File: src/rtl/ofdm_frame_buffer_ctrl.sv
// OFDM frame store controller: captures one frame into a single-port RAM, then
// replays it in address order through a 2-entry skid buffer that hides read latency.
module ofdm_frame_buffer_ctrl #(
  parameter int ADDR_W    = 10,
  parameter int DATA_W    = 16,
  parameter int FRAME_LEN = 1024
) (
  input  logic              clk,
  input  logic              rst_n,
  input  logic              start,
  output logic              busy,
  output logic              done,
  input  logic              in_valid,
  input  logic [DATA_W-1:0] in_data,
  output logic              in_ready,
  output logic              out_valid,
  output logic [DATA_W-1:0] out_data,
  output logic              out_last,
  input  logic              out_ready,
  output logic              ram_ce,
  output logic              ram_oce,
  output logic              ram_reset,
  output logic              ram_wre,
  output logic [ADDR_W-1:0] ram_ad,
  output logic [DATA_W-1:0] ram_din,
  input  logic [DATA_W-1:0] ram_dout
);

  localparam int CNT_W = ADDR_W + 1;
  localparam logic [CNT_W-1:0] LAST_IDX  = CNT_W'(FRAME_LEN - 1);
  localparam logic [CNT_W-1:0] FRAME_CNT = CNT_W'(FRAME_LEN);

  typedef enum logic [1:0] {
    IDLE    = 2'd0,
    CAPTURE = 2'd1,
    PLAY    = 2'd2
  } state_t;

  state_t            state_r, state_s;
  logic [CNT_W-1:0]  wr_cnt_r, rd_cnt_r;
  logic              inflight_r, inflight_last_r;
  logic [DATA_W-1:0] head_data_r, tail_data_r;
  logic              head_last_r, tail_last_r;
  logic [1:0]        skid_cnt_r;
  logic              done_r;
  logic [ADDR_W-1:0] ram_ad_r;
  logic [DATA_W-1:0] ram_din_r;

  logic              accept_s, pop_s, push_s, rd_issue_s, finish_s;
  logic [1:0]        occ_s;

  // Handshake qualifiers and read-issue decision (occupancy counts this cycle's pop)
  always_comb begin
    accept_s   = (state_r == CAPTURE) && in_valid;
    pop_s      = (skid_cnt_r != 2'd0) && out_ready;
    push_s     = inflight_r;
    occ_s      = skid_cnt_r - {1'b0, pop_s};
    rd_issue_s = (state_r == PLAY) && (rd_cnt_r < FRAME_CNT) &&
                 ((occ_s + {1'b0, inflight_r}) < 2'd2);
    finish_s   = pop_s && head_last_r;
  end

  // Next-state logic
  always_comb begin
    state_s = state_r;
    case (state_r)
      IDLE: begin
        if (start) state_s = CAPTURE;
        else       state_s = IDLE;
      end
      CAPTURE: begin
        if (accept_s && (wr_cnt_r == LAST_IDX)) state_s = PLAY;
        else                                    state_s = CAPTURE;
      end
      PLAY: begin
        if (finish_s) state_s = IDLE;
        else          state_s = PLAY;
      end
      default: state_s = IDLE;
    endcase
  end

  // RAM port drive; address and data hold their previous value while idle
  always_comb begin
    ram_ce  = accept_s || rd_issue_s;
    ram_wre = accept_s;
    ram_din = ram_din_r;
    ram_ad  = ram_ad_r;
    if (accept_s) begin
      ram_ad  = wr_cnt_r[ADDR_W-1:0];
      ram_din = in_data;
    end else if (rd_issue_s) begin
      ram_ad  = rd_cnt_r[ADDR_W-1:0];
    end else begin
      ram_ad  = ram_ad_r;
    end
  end

  // State, counters, read-in-flight tracking and done pulse
  always_ff @(posedge clk or negedge rst_n) begin
    if (!rst_n) begin
      state_r         <= IDLE;
      wr_cnt_r        <= '0;
      rd_cnt_r        <= '0;
      inflight_r      <= 1'b0;
      inflight_last_r <= 1'b0;
      done_r          <= 1'b0;
      ram_ad_r        <= '0;
      ram_din_r       <= '0;
    end else begin
      state_r         <= state_s;
      inflight_r      <= rd_issue_s;
      inflight_last_r <= rd_issue_s && (rd_cnt_r == LAST_IDX);
      done_r          <= finish_s;
      ram_ad_r        <= ram_ad;
      ram_din_r       <= ram_din;
      if ((state_r == IDLE) && start) wr_cnt_r <= '0;
      else if (accept_s)              wr_cnt_r <= wr_cnt_r + CNT_W'(1);
      if ((state_r == CAPTURE) && (state_s == PLAY)) rd_cnt_r <= '0;
      else if (rd_issue_s)                           rd_cnt_r <= rd_cnt_r + CNT_W'(1);
    end
  end

  // Two-entry skid FIFO; head is the presented entry, tail shifts forward on pop
  always_ff @(posedge clk or negedge rst_n) begin
    if (!rst_n) begin
      head_data_r <= '0;
      tail_data_r <= '0;
      head_last_r <= 1'b0;
      tail_last_r <= 1'b0;
      skid_cnt_r  <= 2'd0;
    end else begin
      case ({push_s, pop_s})
        2'b01: begin
          head_data_r <= tail_data_r;
          head_last_r <= tail_last_r;
          skid_cnt_r  <= skid_cnt_r - 2'd1;
        end
        2'b10: begin
          if (skid_cnt_r == 2'd0) begin
            head_data_r <= ram_dout;
            head_last_r <= inflight_last_r;
          end else begin
            tail_data_r <= ram_dout;
            tail_last_r <= inflight_last_r;
          end
          skid_cnt_r <= skid_cnt_r + 2'd1;
        end
        2'b11: begin
          if (skid_cnt_r == 2'd1) begin
            head_data_r <= ram_dout;
            head_last_r <= inflight_last_r;
          end else begin
            head_data_r <= tail_data_r;
            head_last_r <= tail_last_r;
            tail_data_r <= ram_dout;
            tail_last_r <= inflight_last_r;
          end
        end
        default: begin
        end
      endcase
    end
  end

  assign busy      = (state_r != IDLE);
  assign done      = done_r;
  assign in_ready  = (state_r == CAPTURE);
  assign out_valid = (skid_cnt_r != 2'd0);
  assign out_data  = head_data_r;
  assign out_last  = head_last_r && (skid_cnt_r != 2'd0);
  assign ram_oce   = 1'b1;
  assign ram_reset = 1'b0;

endmodule

File: config.mk
export PLATFORM = sky130hd
export DESIGN_NAME = ofdm_frame_buffer_ctrl
export DESIGN_NICKNAME = d
export VERILOG_FILES = /design/src/rtl/ofdm_frame_buffer_ctrl.sv
export SDC_FILE = /design/constraint.sdc
export NUM_CORES = 1
export LEC_CHECK = 0
export ABC_AREA = 1
export CELL_PAD_IN_SITES_DETAIL_PLACEMENT = 0
export CELL_PAD_IN_SITES_GLOBAL_PLACEMENT = 2
export CORE_MARGIN = 5
export CORE_UTILIZATION = 30
export CTS_CLUSTER_DIAMETER = 60
export DETAILED_ROUTE_END_ITERATION = 8
export PLACE_DENSITY = 0.8
export SYNTH_ARGS = -nofsm -noshare
export SYNTH_HDL_FRONTEND = slang
export SYNTH_SLANG_ARGS = --single-unit
File: constraint.sdc
create_clock -name clk -period 2.9 [get_ports clk]
set_input_delay 0.58 -clock clk [delete_from_list [all_inputs] [get_ports clk]]
set_output_delay 0.58 -clock clk [all_outputs]
set_load 0.02 [all_outputs]
Yosys cells after proc, flatten, opt, wreduce, memory -nomap -nowiden:

Index checks and enable logic that the tools add are counted.

* register bits: 89
* output and inout port bits: 51
* bits of input ports: 37

* $lt $le $gt $ge: 2
* mux-type cells: 24
* equal/unequal tests: 12
* reductions and logical operators: 22
* add/sub/neg operators: 6

Operators with widths (count)
* $mux 16: 5
* $pmux 16 s3: 1
* $mux 11: 4
* $pmux 16 s2: 1
* $add 11x1->11 const B: 2
* $eq 11x10->1 const B: 2
* $mux 10: 2
* $reduce_bool 2->1: 6
* $lt 11x11->1 const B: 1
* $logic_and 1x1->1: 10
* $eq 2x2->1 const B: 4
* $eq 2x1->1 const B: 3
* $ne 2x2->1 const B: 3
* $pmux 2 s3: 1
* $mux 1: 5
* $logic_not 2->1: 2
* $mux 2: 2
* $pmux 2 s2: 1
* $pmux 1 s3: 1
* $reduce_and 3->1: 1
* $reduce_bool 3->1: 1
* $add 2x1->2: 1
* $add 2x1->2 const B: 1
* $lt 2x2->1 const B: 1
* 5 further kinds: 5

Logic depth before layout (Yosys ltp):

Gate-level depths: netlist (run 1).

* depth after elaboration: 8
* mapped depth: 16
* gate-level depth less buffers: 14

Worst setup path before layout (run 1):

No wires, ideal clock.

* path type: reg2out
* from: reg skid_cnt_r[0]
* to: out ram_ad[8]
* required time: 2320 ps
* setup slack: 123 ps
* data arrival time: 2197 ps
* cell stages (with the launch flop): 16
* path through: dfrtp_1 > inv_1 > ha_1 > inv_1 > nand2_1 > inv_1 > ha_1 > inv_1 > nand2_1 > nand3_1 > buf_2 > nand3_4 > buf_6 > nand2_1 > nand3_1 > nand2_1

* word-level cells in the longest chain between the ends: 8

RTL lines
* start, declared: line 44 `logic [1:0] skid_cnt_r;`
* start signal, assigned: line 137 `skid_cnt_r <= skid_cnt_r - 2'd1;`
* start signal, assigned: line 147 `skid_cnt_r <= skid_cnt_r + 2'd1;`
* $reduce_bool 2->1
* via out_valid: line 16 `output logic out_valid,`
* $logic_and 1x1->1: line 55 `pop_s = (skid_cnt_r != 2'd0) && out_ready;`
* $sub 2x1->2: line 57 `occ_s = skid_cnt_r - {1'b0, pop_s};`
* $add 2x1->2: line 59 `((occ_s + {1'b0, inflight_r}) < 2'd2);`
* $lt 2x2->1: line 59
* $logic_and 1x1->1: line 58 `rd_issue_s = (state_r == PLAY) && (rd_cnt_r < FRAME_CNT) &&`
* $mux 10: line 92 `end else if (rd_issue_s) begin`
* $mux 10: line 89 `if (accept_s) begin`
* end, declared: line 24 `output logic [ADDR_W-1:0] ram_ad,`

The timed path passes the listed nets, and every way through them passes these cells.

Worst setup path in the final report (run 1):

* from: in in_valid
* to: out ram_din[2]

* word-level cells in the longest chain between the ends: 2

RTL lines
* start, declared: line 13 `input logic in_valid,`
* $logic_and 1x1->1: line 54 `accept_s = (state_r == CAPTURE) && in_valid;`
* $mux 16: line 89
* end, declared: line 25 `output logic [DATA_W-1:0] ram_din,`

No other way between the ends.

==> results.sh, run 1 <==
export IMPL_status="complete, no violations"
export IMPL_nets=716
export IMPL_htreeDepth=3
export IMPL_grt_max_degree=49
export IMPL_vias=3903
export IMPL_synth_cells=564
export IMPL_fin_hold_ws_ps=261
export IMPL_power_mw=6.50
export IMPL_period_share_pct=96.7
export IMPL_synth_compound_area_share_pct=9.38
export IMPL_synth_seq_cells=89
export IMPL_drc=0
export IMPL_synth_top_area_share_pct=50.5
export IMPL_slowest_delay_ps=610
export IMPL_synthTopCellsByArea="dfrtp_1 (50%), nand2_1 (15%), inv_1 (8.3%)"
export IMPL_routed_wl_mm=11.8
export IMPL_antenna_found_initial=0
export IMPL_synth_area_leader_cell="dfrtp_1"
export IMPL_cts_root_buffer="clkbuf_16"
export IMPL_synth_xor_area_share_pct=0.992
export IMPL_area_delta_synth_final_pct=39.3
export IMPL_gp_congestion=0.813
export IMPL_die_area_um2=17200
export IMPL_crit_required_ps=2320
export IMPL_yosys_cell_types_count=33
export IMPL_hold_viol=0
export IMPL_drtPass1Iterations=4
export IMPL_antenna_cells=0
export IMPL_end_kind="primary output"
export IMPL_vdd_drop_max_mv=0.978
export IMPL_start_kind="input port"
export IMPL_synthSimpleGateAreaFrac_pct=25.6
export IMPL_cellPowerDensity_nw_per_um2=1060
export IMPL_tritoncts="yes"
export IMPL_max_freq_mhz=357
export IMPL_grt_use_total_pct=14.3
export IMPL_overflow=0
export IMPL_synth_fa_ha_area_share_pct=1.98
export IMPL_dpl_hpwl_mm=8.46
export IMPL_grt_pass1_wl_mm=20.5
export IMPL_avgSynthCellArea_um2=7.83
export IMPL_grt_pass1_vias=4057
export IMPL_vias_per_cell=4.53
export IMPL_ys_warn_count=0
export IMPL_ys_dominant_reg_cell="dfrtp_1"
export IMPL_portBuffers=85
export IMPL_drv_slew=0
export IMPL_mostFrequentLayoutCells="nand2_1 (157), inv_1 (95), dfrtp_1 (89)"
export IMPL_finalCriticalPeriod_ps=2800
export IMPL_drv_cap=0
export IMPL_cts_buffer_depth=2
export IMPL_leakage_nw=3.17
export IMPL_path_cells="clkdlybuf4s50_1 -> nand3_2 -> inv_2 -> buf_12 -> nand2_1 -> nand2_1 -> clkdlybuf4s50_1"
export IMPL_utilization_pct=42.5
export IMPL_final_common_cell="nand2_1"
export IMPL_start_util_pct=30.5
export IMPL_drt_iter0_drc=257
export IMPL_final_antenna_net_count=0
export IMPL_die_height_um=131
export IMPL_syn_area_um2=4410
export IMPL_io_pins=88
export IMPL_wl_per_cell_um=13.7
export IMPL_synth_edf_count=0
export IMPL_synth_top_family_by_area="simple AND/OR/NAND/NOR gates"
export IMPL_synth_async_reset_ratio_pct=100
export IMPL_yosysSeqAreaShare_pct=50.5
export IMPL_finClkSkew_ps=5.36
export IMPL_postCtsHoldBufs=0
export IMPL_clk_latency_ps=340
export IMPL_arrival_ps=2220
export IMPL_num_rows=44
export IMPL_coreArea_um2=14500
export IMPL_cpMaxStageDelayCell="clkdlybuf4s50_1"
export IMPL_critPathMaxFanout=17
export IMPL_worstSetupPathType="in2out"
export IMPL_relSlewSlack_pct=25.5
export IMPL_path_clk_slew_ps=60
export IMPL_syn_num_nets=608
export IMPL_worstMarginPinSlew_ps=1120
export IMPL_setup_viol=0
export IMPL_die_w_um=131
export IMPL_drive_gt1_share_pct=14.0
export IMPL_numCtsBuffers=9
export IMPL_cts_sinks=89
export IMPL_min_path_type="in2async"
export IMPL_muxShareOfSynthArea_pct=0
==> state kept, by name, indices dropped and copies added (netlist names), 2 cells and up <==
name and count:
rd_cnt_r 11, wr_cnt_r 11, out_data 16, ram_din_r 16, tail_data_r 16, state_r 2, skid_cnt_r 2, ram_ad_r 10
==> critical path: cells and delay by family <==
family                 cells  cell delay [ps]
and+or+nand+nor            3              270
buffers and inverters      4             1370
==> power by group <==
group / switching [mW] / internal, mW / total (mW)
Sequential: 0.214 / 1.62 / 1.83
Clock: 0.484 / 0.802 / 1.29
Combinational: 1.91 / 1.47 / 3.39
Total: 2.61 / 3.89 / 6.50
==> final cells by class <==
| class | count | area (um^2) |
|---|---|---|
| fill | 1467 | 8330 |
| multi-input combinational | 352 | 1790 |
| clock inverter | 4 | 75.1 |
| tap | 184 | 230 |
| timing repair buffer | 121 | 1200 |
| inverter | 99 | 372 |
| sequential | 89 | 2230 |
| clock buffer | 12 | 256 |
==> path summary, 6_finish.rpt <==
check,startpoint,to,slack [ps],depth (start not counted)
setup / recovery,in_valid,ram_din[2],100,7
hold / removal,rst_n,tail_data_r[3],260,1
setup reg to reg,skid_cnt_r[0],head_last_r,570,11
hold reg to reg,ram_din_r[4],ram_din_r[4],480,2
max in group asynchronous,rst_n,tail_data_r[15],1960,2
min in group clk,ram_din_r[4],ram_din_r[4],480,2
==> routing by layer <==
| metal | vias up | track usage, % | part of all wire, % | wire length [um] |
|---|---|---|---|---|
| met3 | 8 | 3.98 | 4.9 | 579 |
| li1 | 1991 | - | - | - |
| met1 | 1817 | 19.7 | 48 | 5710 |
| met2 | 87 | 22.2 | 46 | 5380 |
| met5 | - | 0 | 0 | 0 |
| met4 | 0 | 3.77 | 1.0 | 119 |
==> kinds of logic (layout without fill, tap and decap cells) <==
logic type | Yosys count | after routing
AO/OA/AOI/OAI | 75 | 75
XOR/XNOR | 5 | 5
adder cells (fa/ha/maj) | 7 | 7
buffers and inverters | 124 | 236
flip-flops | 89 | 89
other | 2 | 2
AND/OR/NAND/NOR | 262 | 263
==> repair_timing <==
item,in CTS,in global routing
setup buffers,1,2
setup endpoints to repair,11,16
gates cloned,1,0
resized for setup,54,40
pin swaps,2,14
==> cells in the mapped netlist, types with 2 or more instances <==
cell / n
o21ai_1: 3
clkbuf_1: 6
buf_2: 14
buf_4: 4
nand2_1: 171
o22ai_1: 17
a31oi_1: 2
dfrtp_1: 89
nor2_1: 25
ha_1: 7
nor3_1: 3
xor2_1: 4
nand4_1: 22
conb_1: 2
nand3_1: 34
inv_1: 98
a21oi_1: 5
o21ai_0: 43
==> stage by stage <==
| stage | cell area [um^2] | std cells | TNS, ps | worst slack (ps) |
|---|---|---|---|---|
| 6_report | 6150 | 861 | 0 | 96.6 |
| 5_1_grt | 6150 | 861 | -12.7 | -12.7 |
| 4_1_cts | 6020 | 859 | 0 | 1.61 |
| 3_5_place_dp | 5660 | 841 | -5260 | -564 |
| 3_3_place_gp | 5660 | 841 | -5190 | -545 |
| 2_1_floorplan | 4410 | 564 | 0 | 123 |
(Power assumes the default switching activity.)
==> inputs of run 2 (changes only) <==
--- a/config.mk
+++ b/config.mk
@@ -12,6 +12,7 @@
 export CORE_UTILIZATION = 30
 export CTS_CLUSTER_DIAMETER = 60
 export DETAILED_ROUTE_END_ITERATION = 8
+export HOLD_SLACK_MARGIN = 0.12
 export PLACE_DENSITY = 0.8
 export SYNTH_ARGS = -nofsm -noshare
 export SYNTH_HDL_FRONTEND = slang
==> results of run 2 <==
The final DEF is identical to that of run 1; final timing and power are the same.
